--- src/rtl/pipe_pkg.sv ---
// -----------------------------------------------------------------------------
// pipe_pkg
// Shared definitions for the MEM->WB pipeline boundary.
//   PIPE_DATA_W    : default data width (ALU result, read data, writeback value)
//   PIPE_DEST_W    : default register-file index width
//   mem_wb_entry_t : one MEM->WB entry at the default widths
// -----------------------------------------------------------------------------
package pipe_pkg;

   localparam int unsigned PIPE_DATA_W = 32;
   localparam int unsigned PIPE_DEST_W = 4;

   typedef struct packed {
      logic                   wb_en;
      logic                   mem_r_en;
      logic [PIPE_DATA_W-1:0] alu_result;
      logic [PIPE_DATA_W-1:0] mem_rdata;
      logic [PIPE_DEST_W-1:0] dest;
   } mem_wb_entry_t;

endpackage

--- src/rtl/skid_buffer.sv ---
// -----------------------------------------------------------------------------
// skid_buffer
// Generic valid/ready register stage with a one-entry skid so that in_ready
// is a pure flop output. FIFO order, synchronous flush, async active-high reset.
//   clk, rst            : clock, async active-high reset
//   flush               : sync clear of both entries; same-cycle accept dropped
//   in_valid/in_ready   : upstream handshake, in_ready = ~skid_valid
//   in_data [W]         : upstream payload
//   out_valid/out_ready : downstream handshake, out_valid = main entry valid
//   out_data [W]        : main entry payload
// -----------------------------------------------------------------------------
module skid_buffer #(
   parameter int unsigned W = 8
) (
   input  logic         clk,
   input  logic         rst,
   input  logic         flush,
   input  logic         in_valid,
   output logic         in_ready,
   input  logic [W-1:0] in_data,
   output logic         out_valid,
   input  logic         out_ready,
   output logic [W-1:0] out_data
);

   logic         main_valid;
   logic [W-1:0] main_data;
   logic         skid_valid;
   logic [W-1:0] skid_data;
   logic         accept;
   logic         main_free;

   assign in_ready  = ~skid_valid;
   assign out_valid = main_valid;
   assign out_data  = main_data;

   assign accept    = in_valid & ~skid_valid;
   // Main can take a new entry this edge if it is empty or being consumed.
   assign main_free = ~main_valid | out_ready;

   // NOTE: sequential state uses non-blocking assignments so every flop
   // samples pre-edge values regardless of statement order.
   always_ff @(posedge clk or posedge rst) begin
      if (rst) begin
         // NOTE: payload flops are reset too, so held fields read as zero
         // after reset; flush only clears the valid bits.
         main_valid <= 1'b0;
         main_data  <= '0;
         skid_valid <= 1'b0;
         skid_data  <= '0;
      end else if (flush) begin
         main_valid <= 1'b0;
         skid_valid <= 1'b0;
      end else if (main_free) begin
         if (skid_valid) begin
            // Oldest entry is in skid: advance it, refill skid from input.
            main_valid <= 1'b1;
            main_data  <= skid_data;
            skid_valid <= accept;
            if (accept) skid_data <= in_data;
         end else begin
            main_valid <= accept;
            if (accept) main_data <= in_data;
         end
      end else if (accept) begin
         // Main is stalled: park the new entry in skid.
         skid_valid <= 1'b1;
         skid_data  <= in_data;
      end
   end

endmodule

--- src/rtl/mem_wb_skid_reg.sv ---
// -----------------------------------------------------------------------------
// mem_wb_skid_reg
// MEM->WB pipeline register with valid/ready handshake and one-entry skid,
// synchronous flush, writeback/forwarding view and saturating stall counter.
//   clk, rst                 : clock, async active-high reset
//   flush                    : sync clear of all held entries
//   in_valid/in_ready        : MEM-side handshake (in_ready from flops only)
//   in_wb_en, in_mem_r_en    : entry writes back / entry is a load
//   in_alu_result, in_mem_rdata, in_dest : entry payload
//   out_valid/out_ready      : WB-side handshake
//   out_wb_en                : valid & wb_en & zero-dest rule
//   out_mem_r_en, out_address, out_mem_result, out_dest : held payload
//   out_wb_value             : load ? read data : ALU result
//   fwd_en/fwd_dest/fwd_value: forwarding view of the WB-stage write
//   stall_cnt                : saturating count of out_valid & ~out_ready cycles
// -----------------------------------------------------------------------------
module mem_wb_skid_reg
   import pipe_pkg::*;
#(
   parameter int unsigned DATA_W         = PIPE_DATA_W,
   parameter int unsigned DEST_W         = PIPE_DEST_W,
   parameter bit          ZERO_DEST_NOWB = 1'b0,
   parameter int unsigned STALL_CNT_W    = 16
) (
   input  logic                   clk,
   input  logic                   rst,
   input  logic                   flush,
   input  logic                   in_valid,
   output logic                   in_ready,
   input  logic                   in_wb_en,
   input  logic                   in_mem_r_en,
   input  logic [DATA_W-1:0]      in_alu_result,
   input  logic [DATA_W-1:0]      in_mem_rdata,
   input  logic [DEST_W-1:0]      in_dest,
   output logic                   out_valid,
   input  logic                   out_ready,
   output logic                   out_wb_en,
   output logic                   out_mem_r_en,
   output logic [DATA_W-1:0]      out_address,
   output logic [DATA_W-1:0]      out_mem_result,
   output logic [DEST_W-1:0]      out_dest,
   output logic [DATA_W-1:0]      out_wb_value,
   output logic                   fwd_en,
   output logic [DEST_W-1:0]      fwd_dest,
   output logic [DATA_W-1:0]      fwd_value,
   output logic [STALL_CNT_W-1:0] stall_cnt
);

   typedef struct packed {
      logic              wb_en;
      logic              mem_r_en;
      logic [DATA_W-1:0] alu_result;
      logic [DATA_W-1:0] mem_rdata;
      logic [DEST_W-1:0] dest;
   } entry_t;

   entry_t in_entry;
   entry_t held;
   logic   dest_blocked;

   assign in_entry = '{wb_en:      in_wb_en,
                       mem_r_en:   in_mem_r_en,
                       alu_result: in_alu_result,
                       mem_rdata:  in_mem_rdata,
                       dest:       in_dest};

   skid_buffer #(.W($bits(entry_t))) u_skid (
      .clk       (clk),
      .rst       (rst),
      .flush     (flush),
      .in_valid  (in_valid),
      .in_ready  (in_ready),
      .in_data   (in_entry),
      .out_valid (out_valid),
      .out_ready (out_ready),
      .out_data  (held)
   );

   // Entries are stored as given; writeback gating happens only here.
   assign dest_blocked   = ZERO_DEST_NOWB && (held.dest == '0);
   assign out_wb_en      = out_valid & held.wb_en & ~dest_blocked;
   assign out_mem_r_en   = held.mem_r_en;
   assign out_address    = held.alu_result;
   assign out_mem_result = held.mem_rdata;
   assign out_dest       = held.dest;
   assign out_wb_value   = held.mem_r_en ? held.mem_rdata : held.alu_result;

   assign fwd_en    = out_wb_en;
   assign fwd_dest  = out_dest;
   assign fwd_value = out_wb_value;

   // Flush does not touch the counter; only reset clears it.
   always_ff @(posedge clk or posedge rst) begin
      if (rst) begin
         stall_cnt <= '0;
      end else if (out_valid && !out_ready && (stall_cnt != {STALL_CNT_W{1'b1}})) begin
         stall_cnt <= stall_cnt + 1'b1;
      end
   end

endmodule

--- config.mk ---
export PLATFORM = sky130hd
export DESIGN_NAME = mem_wb_skid_reg
export DESIGN_NICKNAME = d
export VERILOG_FILES = /design/src/rtl/pipe_pkg.sv /design/src/rtl/skid_buffer.sv /design/src/rtl/mem_wb_skid_reg.sv
export SDC_FILE = /design/constraint.sdc
export NUM_CORES = 1
export LEC_CHECK = 0
export CAP_MARGIN = 20
export CORE_MARGIN = 2
export CORE_UTILIZATION = 40
export CTS_BUF_LIST = sky130_fd_sc_hd__clkbuf_8
export DETAILED_ROUTE_END_ITERATION = 7
export GPL_TIMING_DRIVEN = 0
export HOLD_SLACK_MARGIN = 0.02
export PLACE_DENSITY = 0.69
export SYNTH_ARGS = -nofsm -noshare
export SYNTH_HDL_FRONTEND = slang
export SYNTH_SLANG_ARGS = --single-unit
--- constraint.sdc ---
create_clock -name clk -period 8.3 [get_ports clk]
set_clock_uncertainty 0.1 [all_clocks]
set_input_delay 1.66 -clock clk [delete_from_list [all_inputs] [get_ports clk]]
set_output_delay 1.66 -clock clk [all_outputs]
set_load 0.02 [all_outputs]
==> metrics <==
status finished clean; Setup violations, final 0; chip width between 100 and 150 µm; Final Wtd Congestion roughly 0.79; # DRC 0; element type at the critical path start flip-flop; largest net degree at the start of global routing 84; CTS tree built; RSZ-0062 raised after global routing no; Hold Slack 408 ps; fin crit period between 4000 and 5000 ps; Root Buffer clkbuf_8; CTS Hold Bufs 0; Initial Util 40.6%; CTS sink cnt 158; Async S/R FF share, synth 100%; CTS resizes 0; syn_area_per_cell 11.6 µm²; die footprint around 0.021 mm²; GRT Overall Usage 18.9%; hold path cells 1; post-synthesis mux area share 24.0%; total I/O pin count ~230; synth top area cells dfrtp_1 50%, mux2_2 15%, buf_4 10%, mux2i_1 8.9%, a21oi_1 4.6%; Post-synth top cells 158 x dfrtp_1, 110 x buf_4, 104 x mux2_2; 1st-iter DRT viols 188; routed via count 5703; CP endpoint kind output port; Mapped Cells 678; share of synthesized cell area in full adder, half adder and majority cells 0.159%; register area share after synthesis 50.3%; DRT antenna net count 0; YS warnings 0; worst reg-to-reg path cell count 6; total setup buffers inserted after CTS 0; Nets between 1000 and 1500; area leader, netlist dfrtp_1; Yosys reg bits ~160; H-tree lvl count 4; max cap viols 0; Slew Limit Fails 0; PD cells 234 mW/mm²; TritonCTS Buffers 17; final core utilization ~56%; Worst-Margin Slew 859 ps; critical path's slowest cell clkbuf_1; Post-DP HPWL 13.8 mm; Core ar. 0.0194 mm²; critical path arrival 2880 ps; PortBufs 231; DP Area 0.0105 mm²; CTS Buffer Depth 2; initial antenna violation count 1; Detailed Routing Iterations Pass 1 4; Design Area, Final 0.0109 mm²; Synth-to-Final Area Change 39.0%; crit path cell chain clkbuf_1 -> clkbuf_1 -> mux2_2 -> buf_4 -> clkdlybuf4s50_1; first-pass GRT wire length 30.1 mm; kind of critical path flip-flop to output port; Clk Latency, worst-skew pair ~450 ps; crit path max fanout 10; Post-synth EDFFs 0; complex-gate fraction of the synthesized area 5.30%; total global routing overflow 0; largest family of logic cells by synthesized area multiplexers; Relative slew margins 42.7%; top-count cell post-synth dfrtp_1; Critical Path RT 6540 ps; Std-Cell Rows 51; CP Depth 5; HP Class flip-flop to flip-flop; Synth Area in Simple Gates 6.81%; WL/cell around 16 µm; fraction of final layout cells sized beyond drive strength 1 29.0%; Synth cell types 30; Filler cells 1763; max frequency between 200 and 250 MHz; clock slew at reported path FFs 80 ps; share of the synthesized area in the top cell type 50.3%; kind of cell adding the most delay to the critical path buffers and inverters; number of global-route vias before repair 5560; Routed WL just under 20 mm; Synth Flop Type dfrtp_1; final hold vios 0; vias per std cell 4.72; Max VDD drop 0.143 mV; Crit path largest cell delay slightly above 600 ps; cell area after synthesis 0.00787 mm²; P_leak 4.58 nW; Tcrit/Tclk final approximately 56%; worst path bufs/invs 4; post-synthesis xor/xnor area fraction 1.11%; cell mode on critical path clkbuf_1; Synthesized Nets 754; Die Y 144 µm
cells by family after synthesis:
kind of cell / Yosys count
AOI/OAI and AO/OA: 81
xor gates and xnor gates: 10
adders and majority gates: 1
buffers and inverters: 142
DFF: 158
muxes: 175
and+or+nand+nor: 111
registers in the layout (all words and copies together) (netlist names):
signal             cells
u_skid.out_data       70
u_skid.skid_valid      1
u_skid.out_valid       1
stall_cnt             16
u_skid.skid_data      70
per-stage QoR:
step	setup TNS, ps	setup WS [ps]	cells	total power, mW
floorplan	0	2280	678	1.60
global placement	-5740	-50.4	1174	1.99
detailed placement	0	4120	1175	2.01
CTS	0	3590	1206	2.59
global route	0	3500	1206	2.70
finish	0	3660	1207	2.56
layer usage:
metal	vias up	GRT usage [%]	share of wire, %
li1	2739	-	-
met1	2794	25.5	46
met2	152	29.8	46
met3	18	6.19	6.6
met4	0	4.45	1.1
met5	-	0	0
worst paths after layout:
check / from / endpoint / slack [ps]
hold reg to reg: u_skid.skid_data[56] / u_skid.skid_data[56] / 410
setup / recovery: u_skid.out_data[68] / out_wb_value[9] / 3660
min in group asynchronous: rst / u_skid.skid_data[6] / 1560
setup reg to reg: u_skid.out_valid / u_skid.out_data[53] / 6290
max in group asynchronous: rst / u_skid.skid_data[57] / 5720
hold / removal: u_skid.skid_data[56] / u_skid.skid_data[56] / 410
report_power, final:
part           switching (mW)  total (mW)  internal, mW
clock network           0.299       0.574         0.275
logic                   0.417       0.960         0.543
registers               0.103        1.03         0.924
placed cells by master (no fill, tap or decap), types with 3 or more instances in the layout:
cell type        count
xnor2_1              9
a21oi_1             73
o21ai_0              4
buf_2               22
nor2_1              74
inv_6                3
clkinv_4             3
mux2_2             104
nand3_1              8
clkbuf_8            18
dfrtp_1            158
nand2_1              4
buf_4              110
nand4_1              6
mux2i_1             70
and3_1               6
clkdlybuf4s50_1    231
clkbuf_1             8
and4_1               4
cell type report:
| cell class | count | area [µm²] | area share (%) |
|---|---|---|---|
| Multi-Input combinational cell | 378 | 2940 | 26.9 |
| Sequential cell | 158 | 3950 | 36.2 |
| Antenna cell | 1 | 2.50 | 0.0229 |
| Tap cell | 265 | 332 | 3.03 |
| Buffer | 140 | 966 | 8.83 |
| Clock inverter | 13 | 141 | 1.29 |
| Timing Repair Buffer | 232 | 2340 | 21.4 |
| Inverter | 2 | 15.0 | 0.137 |
| Clock buffer | 18 | 248 | 2.27 |
Power figures use the tool's default switching activity.
